File: src/rtl/pll_seq_pkg.sv
// Shared types and helpers for the PLL lock supervisor / reset sequencer.
package pll_seq_pkg;

  typedef enum logic [2:0] {
    PLL_RST   = 3'd0,
    WAIT_LOCK = 3'd1,
    RELEASE   = 3'd2,
    RUN       = 3'd3,
    FAULT     = 3'd4
  } pll_state_e;

  localparam int RETRY_W = 4;
  localparam logic [RETRY_W-1:0] RETRY_SAT = 4'd15;

  // Width able to hold max_val-1 with one bit of headroom.
  function automatic int cnt_width(input int max_val);
    return $clog2(max_val) + 1;
  endfunction

endpackage

File: src/rtl/pll_lock_sync.sv
// Multi-flop synchroniser for one asynchronous PLL LOCK bit.
module pll_lock_sync #(
  parameter int STAGES = 2
) (
  input  logic clk_i,
  input  logic rst_i,
  input  logic async_i,
  output logic sync_o
);

  logic [STAGES-1:0] sync_q;

  // Shift the raw lock level through the synchroniser chain.
  always_ff @(posedge clk_i) begin
    if (rst_i) begin
      sync_q <= {STAGES{1'b0}};
    end else begin
      sync_q <= {sync_q[STAGES-2:0], async_i};
    end
  end

  assign sync_o = sync_q[STAGES-1];

endmodule

File: src/rtl/pll_lock_sequencer.sv
// Lock supervisor and ordered reset releaser for N_PLL PLLs, clocked by the
// board reference clock. Retries on lock loss / timeout, latches a fault
// after MAX_RETRY consecutive failures.
module pll_lock_sequencer
  import pll_seq_pkg::*;
#(
  parameter int N_PLL              = 2,
  parameter int SYNC_STAGES        = 2,
  parameter int PLL_RST_CYCLES     = 16,
  parameter int LOCK_STABLE_CYCLES = 1024,
  parameter int LOCK_TIMEOUT       = 65536,
  parameter int RELEASE_GAP        = 8,
  parameter int MAX_RETRY          = 7
) (
  input  logic               clk,
  input  logic               rst,
  input  logic [N_PLL-1:0]   lock_in,
  output logic [N_PLL-1:0]   pll_rst,
  output logic [N_PLL-1:0]   domain_rst,
  output logic               ready,
  output logic               lock_lost,
  output logic [RETRY_W-1:0] retry_cnt,
  output logic               fault
);

  localparam int RST_W = cnt_width(PLL_RST_CYCLES);
  localparam int STB_W = cnt_width(LOCK_STABLE_CYCLES);
  localparam int TMO_W = cnt_width(LOCK_TIMEOUT);
  localparam int GAP_W = cnt_width(RELEASE_GAP);

  localparam logic [RST_W-1:0]   RST_LAST    = RST_W'(PLL_RST_CYCLES - 1);
  localparam logic [STB_W-1:0]   STB_LAST    = STB_W'(LOCK_STABLE_CYCLES - 1);
  localparam logic [TMO_W-1:0]   TMO_LAST    = TMO_W'(LOCK_TIMEOUT - 1);
  localparam logic [GAP_W-1:0]   GAP_LAST    = GAP_W'(RELEASE_GAP - 1);
  localparam logic [RETRY_W-1:0] MAX_RETRY_V = RETRY_W'(MAX_RETRY);
  localparam logic               SINGLE_PLL  = (N_PLL == 1);

  pll_state_e          state_q, state_d;
  logic [RST_W-1:0]    rst_cnt_q, rst_cnt_d;
  logic [STB_W-1:0]    stable_q, stable_d;
  logic [TMO_W-1:0]    tmo_q, tmo_d;
  logic [GAP_W-1:0]    gap_q, gap_d;
  logic [RETRY_W-1:0]  retry_q, retry_d;
  logic [N_PLL-1:0]    pll_rst_q, pll_rst_d;
  logic [N_PLL-1:0]    domain_rst_q, domain_rst_d;
  logic                ready_q, ready_d;
  logic                lock_lost_q, lock_lost_d;
  logic                fault_q, fault_d;

  logic [N_PLL-1:0]    lock_sync_s;
  logic                all_locked_s;
  logic [RETRY_W-1:0]  retry_inc_s;
  logic                retry_exhausted_s;
  logic                gap_done_s;
  logic [N_PLL-1:0]    release_shift_s;

  for (genvar g = 0; g < N_PLL; g++) begin : g_sync
    pll_lock_sync #(.STAGES(SYNC_STAGES)) u_sync (
      .clk_i   (clk),
      .rst_i   (rst),
      .async_i (lock_in[g]),
      .sync_o  (lock_sync_s[g])
    );
  end

  assign all_locked_s      = &lock_sync_s;
  assign retry_inc_s       = (retry_q == RETRY_SAT) ? retry_q : retry_q + RETRY_W'(1);
  assign retry_exhausted_s = (retry_inc_s >= MAX_RETRY_V);
  assign gap_done_s        = SINGLE_PLL || (gap_q == GAP_LAST);
  // Zeros shift in from bit 0, so domains come out of reset lowest index first.
  assign release_shift_s   = domain_rst_q << 1;

  // State, counters and all outputs are registered here.
  always_ff @(posedge clk) begin
    if (rst) begin
      state_q      <= PLL_RST;
      rst_cnt_q    <= {RST_W{1'b0}};
      stable_q     <= {STB_W{1'b0}};
      tmo_q        <= {TMO_W{1'b0}};
      gap_q        <= {GAP_W{1'b0}};
      retry_q      <= {RETRY_W{1'b0}};
      pll_rst_q    <= {N_PLL{1'b1}};
      domain_rst_q <= {N_PLL{1'b1}};
      ready_q      <= 1'b0;
      lock_lost_q  <= 1'b0;
      fault_q      <= 1'b0;
    end else begin
      state_q      <= state_d;
      rst_cnt_q    <= rst_cnt_d;
      stable_q     <= stable_d;
      tmo_q        <= tmo_d;
      gap_q        <= gap_d;
      retry_q      <= retry_d;
      pll_rst_q    <= pll_rst_d;
      domain_rst_q <= domain_rst_d;
      ready_q      <= ready_d;
      lock_lost_q  <= lock_lost_d;
      fault_q      <= fault_d;
    end
  end

  // Next-state and counter logic; counters idle at zero outside their state.
  always_comb begin
    state_d   = state_q;
    rst_cnt_d = {RST_W{1'b0}};
    stable_d  = {STB_W{1'b0}};
    tmo_d     = {TMO_W{1'b0}};
    gap_d     = {GAP_W{1'b0}};
    retry_d   = retry_q;
    case (state_q)
      PLL_RST: begin
        if (rst_cnt_q == RST_LAST) begin
          state_d = WAIT_LOCK;
        end else begin
          rst_cnt_d = rst_cnt_q + RST_W'(1);
        end
      end
      WAIT_LOCK: begin
        // A stable lock takes priority over a coincident timeout.
        if (all_locked_s && (stable_q == STB_LAST)) begin
          state_d = RELEASE;
        end else if (tmo_q == TMO_LAST) begin
          retry_d = retry_inc_s;
          state_d = retry_exhausted_s ? FAULT : PLL_RST;
        end else begin
          tmo_d    = tmo_q + TMO_W'(1);
          stable_d = all_locked_s ? stable_q + STB_W'(1) : {STB_W{1'b0}};
        end
      end
      RELEASE: begin
        // Lock loss abandons a partially completed release.
        if (!all_locked_s) begin
          retry_d = retry_inc_s;
          state_d = retry_exhausted_s ? FAULT : PLL_RST;
        end else if (gap_done_s) begin
          if (release_shift_s == {N_PLL{1'b0}}) begin
            state_d = RUN;
            retry_d = {RETRY_W{1'b0}};
          end else begin
            state_d = RELEASE;
          end
        end else begin
          gap_d = gap_q + GAP_W'(1);
        end
      end
      RUN: begin
        if (!all_locked_s) begin
          retry_d = retry_inc_s;
          state_d = retry_exhausted_s ? FAULT : PLL_RST;
        end else begin
          state_d = RUN;
        end
      end
      FAULT: begin
        state_d = FAULT;
      end
      default: begin
        state_d = PLL_RST;
      end
    endcase
  end

  // Output values for the coming cycle, derived from the state being entered.
  always_comb begin
    pll_rst_d    = {N_PLL{1'b1}};
    domain_rst_d = {N_PLL{1'b1}};
    ready_d      = 1'b0;
    fault_d      = 1'b0;
    lock_lost_d  = ((state_q == RELEASE) || (state_q == RUN)) && !all_locked_s;
    case (state_d)
      PLL_RST: begin
        pll_rst_d    = {N_PLL{1'b1}};
        domain_rst_d = {N_PLL{1'b1}};
      end
      WAIT_LOCK: begin
        pll_rst_d    = {N_PLL{1'b0}};
        domain_rst_d = {N_PLL{1'b1}};
      end
      RELEASE: begin
        pll_rst_d = {N_PLL{1'b0}};
        if ((state_q == RELEASE) && !gap_done_s) begin
          domain_rst_d = domain_rst_q;
        end else begin
          domain_rst_d = release_shift_s;
        end
      end
      RUN: begin
        pll_rst_d    = {N_PLL{1'b0}};
        domain_rst_d = {N_PLL{1'b0}};
        ready_d      = 1'b1;
      end
      FAULT: begin
        pll_rst_d    = {N_PLL{1'b1}};
        domain_rst_d = {N_PLL{1'b1}};
        fault_d      = 1'b1;
      end
      default: begin
        pll_rst_d    = {N_PLL{1'b1}};
        domain_rst_d = {N_PLL{1'b1}};
      end
    endcase
  end

  assign pll_rst    = pll_rst_q;
  assign domain_rst = domain_rst_q;
  assign ready      = ready_q;
  assign lock_lost  = lock_lost_q;
  assign retry_cnt  = retry_q;
  assign fault      = fault_q;

endmodule

File: config.mk
export PLATFORM = sky130hd
export DESIGN_NAME = pll_lock_sequencer
export DESIGN_NICKNAME = d
export VERILOG_FILES = /design/src/rtl/pll_seq_pkg.sv /design/src/rtl/pll_lock_sync.sv /design/src/rtl/pll_lock_sequencer.sv
export SDC_FILE = /design/constraint.sdc
export NUM_CORES = 1
export LEC_CHECK = 0
export BUFFER_PORTS_ARGS = -buffer_cell sky130_fd_sc_hd__buf_2
export CAP_MARGIN = 30
export CORE_MARGIN = 10
export CORE_UTILIZATION = 50
export CTS_BUF_LIST = sky130_fd_sc_hd__clkbuf_8
export CTS_CLUSTER_DIAMETER = 80
export DETAILED_ROUTE_END_ITERATION = 6
export GPL_ROUTABILITY_DRIVEN = 1
export PLACE_DENSITY = 0.68
export SYNTH_ARGS = -nofsm -noshare
export SYNTH_HDL_FRONTEND = slang
export SYNTH_SLANG_ARGS = --single-unit
export TNS_END_PERCENT = 5
File: constraint.sdc
create_clock -name clk -period 2.62 [get_ports clk]
set_input_delay 0.262 -clock clk [delete_from_list [all_inputs] [get_ports clk]]
set_output_delay 0.262 -clock clk [all_outputs]
set_load 0.1 [all_outputs]
---- Word-level counts from Yosys, hierarchy flattened ----
Cells that the tools add are included.
cells by class
  $add $sub $neg .......................... 5
  $lt $le $gt $ge ......................... 1
  equality and inequality tests ........... 19
  mux-type cells .......................... 22
  bitwise operators ....................... 4
  reductions and logical operators ........ 16
operator list
  kind                                                                     number
  4-bit 2-to-1 mux                                                         7
  3-bit 2-to-1 mux                                                         7
  17-bit by 1-bit adder with 17-bit output, second input constant          1
  17-bit by 16-bit equality test with 1-bit output, second input constant  1
  3-bit one-hot mux with 5 select lines                                    1
  3-bit by 2-bit equality test with 1-bit output, second input constant    4
  4-bit one-hot mux with 3 select lines                                    1
  11-bit by 1-bit adder with 11-bit output, second input constant          1
  11-bit by 10-bit equality test with 1-bit output, second input constant  1
  4-bit by 1-bit adder with 4-bit output, second input constant            2
  2-bit != test, second input constant                                     4
  4-bit OR reduction                                                       2
  3-bit by 1-bit equality test with 1-bit output, second input constant    2
  3-bit equality test, second input constant                               2
  3-bit != test, second input constant                                     2
  6-bit AND reduction                                                      1
  3-bit OR reduction                                                       2
  5-bit by 1-bit adder with 5-bit output, second input constant            1
  5-bit by 4-bit equality test with 1-bit output, second input constant    1
  5-bit OR reduction                                                       1
  4-bit by 3-bit equality test with 1-bit output, second input constant    1
  4-bit equality test, second input constant                               1
  4-bit by 3-bit >= comparator with 1-bit output, second input constant    1
  2-bit 2-to-1 mux                                                         2
  other kinds (10)                                                         18
word-level totals
  bits in registers ....................... 55
  input port bits ......................... 4
  output and inout bits ................... 11
  word-level logic and storage cells ...... 80

---- Depth between registers and ports, before layout ----
Gate-level depths: netlist of the first run.
  depth after elaboration ................. 10
  depth in mapped cells ................... 13
  depth with buffers taken out ............ 11

---- By module ----
Synthesis of the first run repeated with hierarchy kept, for this count alone.
second synthesis, totals
  cell total of the unflattened synthesis .. 252
  area total of the unflattened synthesis .. 2302.2 um^2
modules (own cells, without submodules)
  module              times used  cells an instance  area an instance (um^2)  seq. area each (um^2)
  pll_lock_sequencer  1           244                2197.1                   1001.0
  pll_lock_sync       2           4                  52.6                     40.0

---- Least setup slack after synthesis of the first run ----
Ideal clock, no wire load.
  path type ............................... reg-to-reg
  start ................................... register tmo_q[7]
  end ..................................... register stable_q[2]
  setup time .............................. 0.064 ns
  arrival ................................. 2.230 ns
  required time ........................... 2.556 ns
  path slack .............................. 0.326 ns
  cell stages (with the launch flop) ...... 13
  path buffers ............................ 2
  clock period less this slack ............ 2.294 ns
  cells stage by stage .................... dfxtp_1 -> and3_1 -> and3_1 -> nand3_1 -> nor2_1 -> ha_1 -> nor3b_2 -> o41ai_1 -> or3_1 -> buf_6 -> or2_4 -> buf_6 -> nor2_1
on the way
  cells in the longest elaborated chain, start to end .. 2
RTL lines
  item                                              line                       text
  from (decl)                                       pll_lock_sequencer.sv:41   logic [TMO_W-1:0] tmo_q, tmo_d;
  from (signal assigned)                            pll_lock_sequencer.sv:79   tmo_q <= {TMO_W{1'b0}};
  from (signal assigned)                            pll_lock_sequencer.sv:91   tmo_q <= tmo_d;
  17-bit by 16-bit equality test with 1-bit output  pll_lock_sequencer.sv:122  end else if (tmo_q == TMO_LAST) begin
  5-bit OR reduction (no source line)               -
  to (signal assigned)                              pll_lock_sequencer.sv:78   stable_q <= {STB_W{1'b0}};
  to (signal assigned)                              pll_lock_sequencer.sv:90   stable_q <= stable_d;
  to (decl)                                         pll_lock_sequencer.sv:40   logic [STB_W-1:0] stable_q, stable_d;
Every way passes these cells.
A chain may end at the register's enable or synchronous reset.

---- Worst setup path in the final report of the first run ----
  start ................................... register tmo_q[6]
  end ..................................... register stable_q[5]
Same word-level chain as after synthesis.

==> flow_summary.yaml, run 1 <==
floorplan:
  die_h_um: 86.76
  dieWidth_um: 86.76
  initial_core_util_pct: 51.53
  coreArea_um2: 4324
  io_pins: 15
  rows: 24
  die_area_um2: 7527
layout:
  nNetsFinal: 275
  final_layout_size_suffix_gt1_share_pct: 9.811
  final_cells: 317
  fin_util_pct: 57.06
  antenna-diode-count: 0
  areaGrowthSynthToFinish_pct: 10.72
  final_area_um2: 2467
synth:
  async_flop_share_pct: 0
  synth_fp_nets: 260
  post_synth_inst_count: 249
  synth.area.top_cells: "dfxtp_1 49%, nor2_1 7.9%, xor2_1 7.1%"
  synth_flop_cell: "dfxtp_1"
  ys_seq_elements: 54
  synth_warnings: 0
  yosys.area.top_type: "dfxtp_1"
  syn_area_per_cell_um2: 8.949
  netlist_area_um2: 2228
  synth-seq-area-share_pct: 48.51
  synth_cell_types: 40
  synth_edf_count: 0
  synth_top_area_share_pct: 48.51
timing:
  finalHoldViolations: 0
  drv_slew: 0
  fin_tns_setup_ps: 0
  worstMarginPinSlew_ps: 493.1
  max_freq_mhz: 427.4
  relSlewSlack_pct: 66.70
  setup_violations: 0
  setup_ws_ps: 280.5
  whs_ps: 160.2
  rsz0062_at_grt: "false"
  period_minus_slack_ps: 2340
  fin_crit_sh_pct: 89.30
  finClkSkew_ps: 5.025
placement:
  globalplace.congestion: 0.7956
  dp.cells: 309
  portBuffers: 14
  dp_hpwl_um: 2737
  placed_cell_area_um2: 2321
  dpl_worst_slack_ps: 201.0
power:
  power_frac_comb_pct: 1.1
  p_leak_nw: 0.9442
  power.total_mw: 1.516
  p_per_area_nw_per_um2: 614.2
  p_sw_uw: 274.1
  p_int_mw: 1.241
  swShare_pct: 18.09
  pwr-share-seq_pct: 54.8
  p_clk_share_pct: 44.1
  vdd_drop_max_v: 0.0003393
drt:
  vias: 1655
  remaining_drc_errors: 0
  ant_nets: 0
  viasPerCell: 5.221
  drt_first_pass_iters: 4
  drt-wirelength-per-cell_um: 11.94
  routed_wl_um: 3784
  drtIter0Drc: 83
clock_network:
  postCtsSetupRepairBufs: 0
  holdBufCountCts: 0
  cts_buffers: 5
  cts_tree: "done"
  root_buffer: "clkbuf_8"
  clock_latency_ps: 300
  clk_path_buf_depth: 2
  cts.sinks: 54
  htreeDepth: 2
  clk_pin_slew_worst_paths_ps: 90
critical_path:
  setup.worst_path.class: "reg -> reg"
  arrival_ps: 2590
  crit_fanout: 11
  cp-start-kind: "flip-flop"
  end_kind: "flip-flop"
  required_ps: 2870
global_routing:
  grt_max_degree: 18
  first_global_vias: 1504
  track_usage_pct: 10.75
  grt_pass1_wl_um: 6617
  antenna_found_initial: 0
  overflow: 0
flow_run:
  maxCapViolations: 0
outcome:
  status: "complete, no violations"
min_path:
  worstHoldPathType: "in -> reg"
[logic make-up after synthesis]
logic type,Yosys count,synth area share (%)
AOI/OAI and AO/OA,24,6.962
xor gates and xnor gates,26,10.22
adders and majority gates,7,3.930
buffers and inverters,20,4.435
DFF,54,48.51
muxes,1,0.4492
and+or+nand+nor,117,25.49
[worst paths after layout]
path / startpoint / to / slack [ps] / depth (start not counted)
worst max-delay path: tmo_q[6] / stable_q[5] / 280 / 10
worst max register to register: tmo_q[6] / stable_q[5] / 280 / 10
worst min-delay path: lock_in[1] / g_sync[1].u_sync.sync_q[0] / 160 / 2
worst min register to register: g_sync[1].u_sync.sync_q[0] / g_sync[1].u_sync.sync_q[1] / 440 / 1
[layer usage]
metal	vias to the layer above	GRT usage, %	share of wire (%)
met5	-	0	0
met1	759	13.53	50
met2	22	16.04	43
met3	8	3.846	5.0
li1	866	-	-
met4	0	4.860	1.8
[cell type report]
cell class | instances | area (um2)
clock buffers | 6 | 82.58
clock inverters | 2 | 60.06
fillers | 393 | 1857
inverters | 13 | 48.80
multi-input cells | 175 | 1052
repair buffers | 15 | 77.57
well taps | 52 | 65.06
flip-flops and latches | 54 | 1081
[Yosys cell counts, types with 2 or more instances]
| library cell | count |
|---|---|
| xnor2_1 | 8 |
| a21oi_1 | 3 |
| xor2_1 | 18 |
| o21ai_0 | 4 |
| nand2_1 | 17 |
| a31oi_1 | 2 |
| and3_1 | 9 |
| nor2b_1 | 4 |
| inv_1 | 13 |
| ha_1 | 7 |
| nand3_1 | 16 |
| or3_1 | 5 |
| and2_1 | 2 |
| buf_6 | 2 |
| nand4_1 | 7 |
| nor3_1 | 2 |
| dfxtp_1 | 54 |
| nor2_1 | 47 |
| o21ai_1 | 3 |
| nand3b_1 | 2 |
| o21bai_1 | 2 |
| clkbuf_1 | 2 |
| buf_4 | 2 |
| a211oi_1 | 2 |
[power by group through the flow]
stage	logic, mW	clock network, mW	registers, mW
after detailed placement	0.0168	0	0.850
after global placement	0.0169	0	0.850
after floorplan	0.0117	0	0.849
after global routing	0.0196	0.724	0.832
final	0.0165	0.668	0.831
after CTS	0.0170	0.685	0.831
[repair_timing]
| item | 4_1_cts | 5_1_grt |
|---|---|---|
| endpoints found under the hold margin | 0 | 0 |
| setup endpoints to repair | 0 | 4 |
| resized for setup | 0 | 1 |
[sequential cells by signal, summed over array words and instances (netlist names), 2 cells and up]
register and flops:
rst_cnt_q 5, retry_cnt 4, stable_q 11, g_sync.u_sync.sync_q 4, state_q 3, tmo_q 17, domain_rst 2, gap_q 4
[cell usage in the layout (no fill, tap or decap), types with 3 or more instances in the layout]
cell type | netlist | layout
dfxtp_1 | 54 | 54
nor2_1 | 47 | 47
xor2_1 | 18 | 18
nand2_1 | 17 | 17
nand3_1 | 16 | 16
buf_2 | 1 | 14
inv_1 | 13 | 13
and3_1 | 9 | 9
xnor2_1 | 8 | 8
nand4_1 | 7 | 7
ha_1 | 7 | 7
clkbuf_8 | 0 | 6
or3_1 | 5 | 5
o21ai_0 | 4 | 4
nor2b_1 | 4 | 4
a21oi_1 | 3 | 3
[critical path, stage by stage, from the launching register on]
cell     delay (ps)
dfxtp_1         350
and3_1          200
and3_1          230
nand3_1         160
nor2_1           70
ha_1            210
nor3b_2         160
o41ai_1         130
or3_1           350
or2_4           300
nor2_1          120
Power figures use the tool's default switching activity.
==> inputs of run 2 (changes only) <==
- CELL_PAD_IN_SITES_DETAIL_PLACEMENT: default -> 1
- CELL_PAD_IN_SITES_GLOBAL_PLACEMENT: default -> 2
- CORE_UTILIZATION: 50 -> 39
- PLACE_DENSITY: 0.68 -> default
- PLACE_DENSITY_LB_ADDON: default -> 0.1
- SLEW_MARGIN: default -> 10
- clock period: 2.62 -> 2.2 ns (I/O delays scaled with it)
==> run 2 against run 1 <==
Net effect:
- sequential power up 19%
- global-route usage fell by 0.30 points
- worst setup slack worse by 170 ps
- design area grew 5.8%
- fmax up 12%
- count of clock-buffer cells in the layout unchanged
- core utilization down 10 points
- clock skew about the same
- largest power group unchanged
==> flow_summary.yaml, run 2 (same netlist as run 1, synthesis figures left out) <==
drt:
  routed_wl_um: 4515
  drt_first_pass_iters: 4
  viasPerCell: 4.963
  drtIter0Drc: 36
  remaining_drc_errors: 0
  vias: 1727
  ant_nets: 0
  drt-wirelength-per-cell_um: 12.97
layout:
  largest_reg_flops: 17
  antenna-diode-count: 0
  largest_register: "tmo_q"
  nNetsFinal: 286
  final_area_um2: 2610
  top_regs: "tmo_q: 17 flops, stable_q: 11 flops, rst_cnt_q: 5 flops"
  final_common_cell: "dfxtp_1"
  final_layout_size_suffix_gt1_share_pct: 19.57
  layout_common_cells: "49 x dfxtp_1, 42 x nor2_1, 18 x xor2_1"
  areaGrowthSynthToFinish_pct: 17.13
critical_path:
  cp_slowest_cell: "or3_4"
  reg2reg_depth: 10
  worst-path-stages: 10
  setup.worst_path.class: "reg -> reg"
  required_ps: 2450
  cp-start-kind: "flip-flop"
  crit_top_cell: "and3_4"
  crit_fanout: 6
  arrival_ps: 2330
  end_kind: "flip-flop"
  path_buf_inv: 0
  critPathTopFamily: "simple AND/OR/NAND/NOR gates"
  crit_path_cell_trace: "and3_4, and3_4, nand3_4, nor2_4, ha_2, nor3b_2, o41ai_2, or3_4, or2_4, nor2_2"
  cp_slowest_stage_delay_ps: 350
timing:
  drv_slew: 0
  whs_ps: 124.4
  setup_violations: 0
  period_minus_slack_ps: 2089
  worstMarginPinSlew_ps: 495.7
  max_freq_mhz: 478.7
  finClkSkew_ps: 5.343
  fin_crit_sh_pct: 94.95
  finalHoldViolations: 0
  rsz0062_at_grt: "true"
  relSlewSlack_pct: 67.18
global_routing:
  grt_max_degree: 18
  grtUsageMet1_pct: 11.94
  antenna_found_initial: 0
  use_met2_pct: 18.23
  first_global_vias: 1730
  overflow: 0
  grt_pass1_wl_um: 7762
  met3_usage_pct: 3.142
  grt-busiest-layer: "met2"
  track_usage_pct: 10.46
placement:
  placed_cell_area_um2: 2441
  portBuffers: 14
  dp_hpwl_um: 3314
  globalplace.congestion: 0.7631
clock_network:
  cts_tree: "done"
  cts.sinks: 54
  htreeDepth: 2
  clk_path_buf_depth: 2
  root_buffer: "clkbuf_8"
  clock_latency_ps: 300
  clk_pin_slew_worst_paths_ps: 90
  cts_buffers: 5
floorplan:
  rows: 27
  die_area_um2: 9137
  coreArea_um2: 5540
  io_pins: 15
  die_h_um: 95.59
  initial_core_util_pct: 40.22
  dieWidth_um: 95.59
min_path:
  worstHoldPathType: "in -> reg"
  hold_depth: 2
power:
  p_per_area_nw_per_um2: 599.4
  vdd_drop_max_v: 0.0002750
  p_int_mw: 1.244
  p_sw_uw: 320.8
  p_leak_nw: 0.9779
  p_clk_share_pct: 35.4
  swShare_pct: 20.51
  power_frac_comb_pct: 1.4
  pwr-share-seq_pct: 63.2
flow_run:
  maxCapViolations: 0
outcome:
  status: "complete, no violations"
## run 2: path summary, 6_finish.rpt
| kind | slack, ps | startpoint | endpoint |
|---|---|---|---|
| worst min-delay path | 120 | lock_in[1] | g_sync[1].u_sync.sync_q[0] |
| worst min register to register | 440 | g_sync[1].u_sync.sync_q[0] | g_sync[1].u_sync.sync_q[1] |
| worst max register to register | 110 | tmo_q[8] | stable_q[9] |
| worst max-delay path | 110 | tmo_q[8] | stable_q[9] |
## run 2: area by class of cell
type / count / area (um2)
Sequential cell: 54 / 1087
Tap cell: 72 / 90.09
Clock inverter: 2 / 8.758
Fill cell: 679 / 2930
Clock buffer: 6 / 82.58
Multi-Input combinational cell: 176 / 1140
Timing Repair Buffer: 25 / 152.6
Inverter: 13 / 48.80
## run 2: worst register-to-register path, delay by kind of cell (launching register included)
kind / cells / cell delay [ps]
and+or+nand+nor: 8 / 1400
DFF: 1 / 330
adders and majority gates: 1 / 180
AOI/OAI and AO/OA: 1 / 120
## run 2: repair_timing
action                                  in CTS  in global routing
endpoints found under the setup margin       0                 30
gates resized for setup                      0                 13
buffers inserted                             0                  3
hold buffers                                 0                  0
## run 2: metrics by stage
| step | total power, mW | instances | setup slack [ps] | util (%) | setup TNS (ps) |
|---|---|---|---|---|---|
| floorplan | 1.025 | 249 | -9.005 | - | -88.47 |
| global placement | 1.033 | 336 | 111.3 | 44.06 | 0 |
| detailed placement | 1.035 | 336 | 49.54 | 44.06 | 0 |
| CTS | 1.600 | 344 | 22.61 | 45.71 | 0 |
| global route | 1.643 | 348 | -16.48 | 47.11 | -16.48 |
| finish | 1.565 | 348 | 111.0 | 47.11 | 0 |
## run 2: per-layer routing
metal  part of all wire, %  wire (um)  vias up
met5                     0          0        -
met4                   1.2         53        0
met3                   3.3        151        5
met2                    50       2263       11
met1                    45       2046      821
li1                      -          -      890
## run 2: power groups by stage
stage	Combinational, mW	Clock [mW]	Sequential, mW
finish	0.0219	0.553	0.989
global route	0.0258	0.626	0.991
CTS	0.0227	0.587	0.990
detailed placement	0.0221	0	1.01
global placement	0.0207	0	1.01
floorplan	0.0140	0	1.01
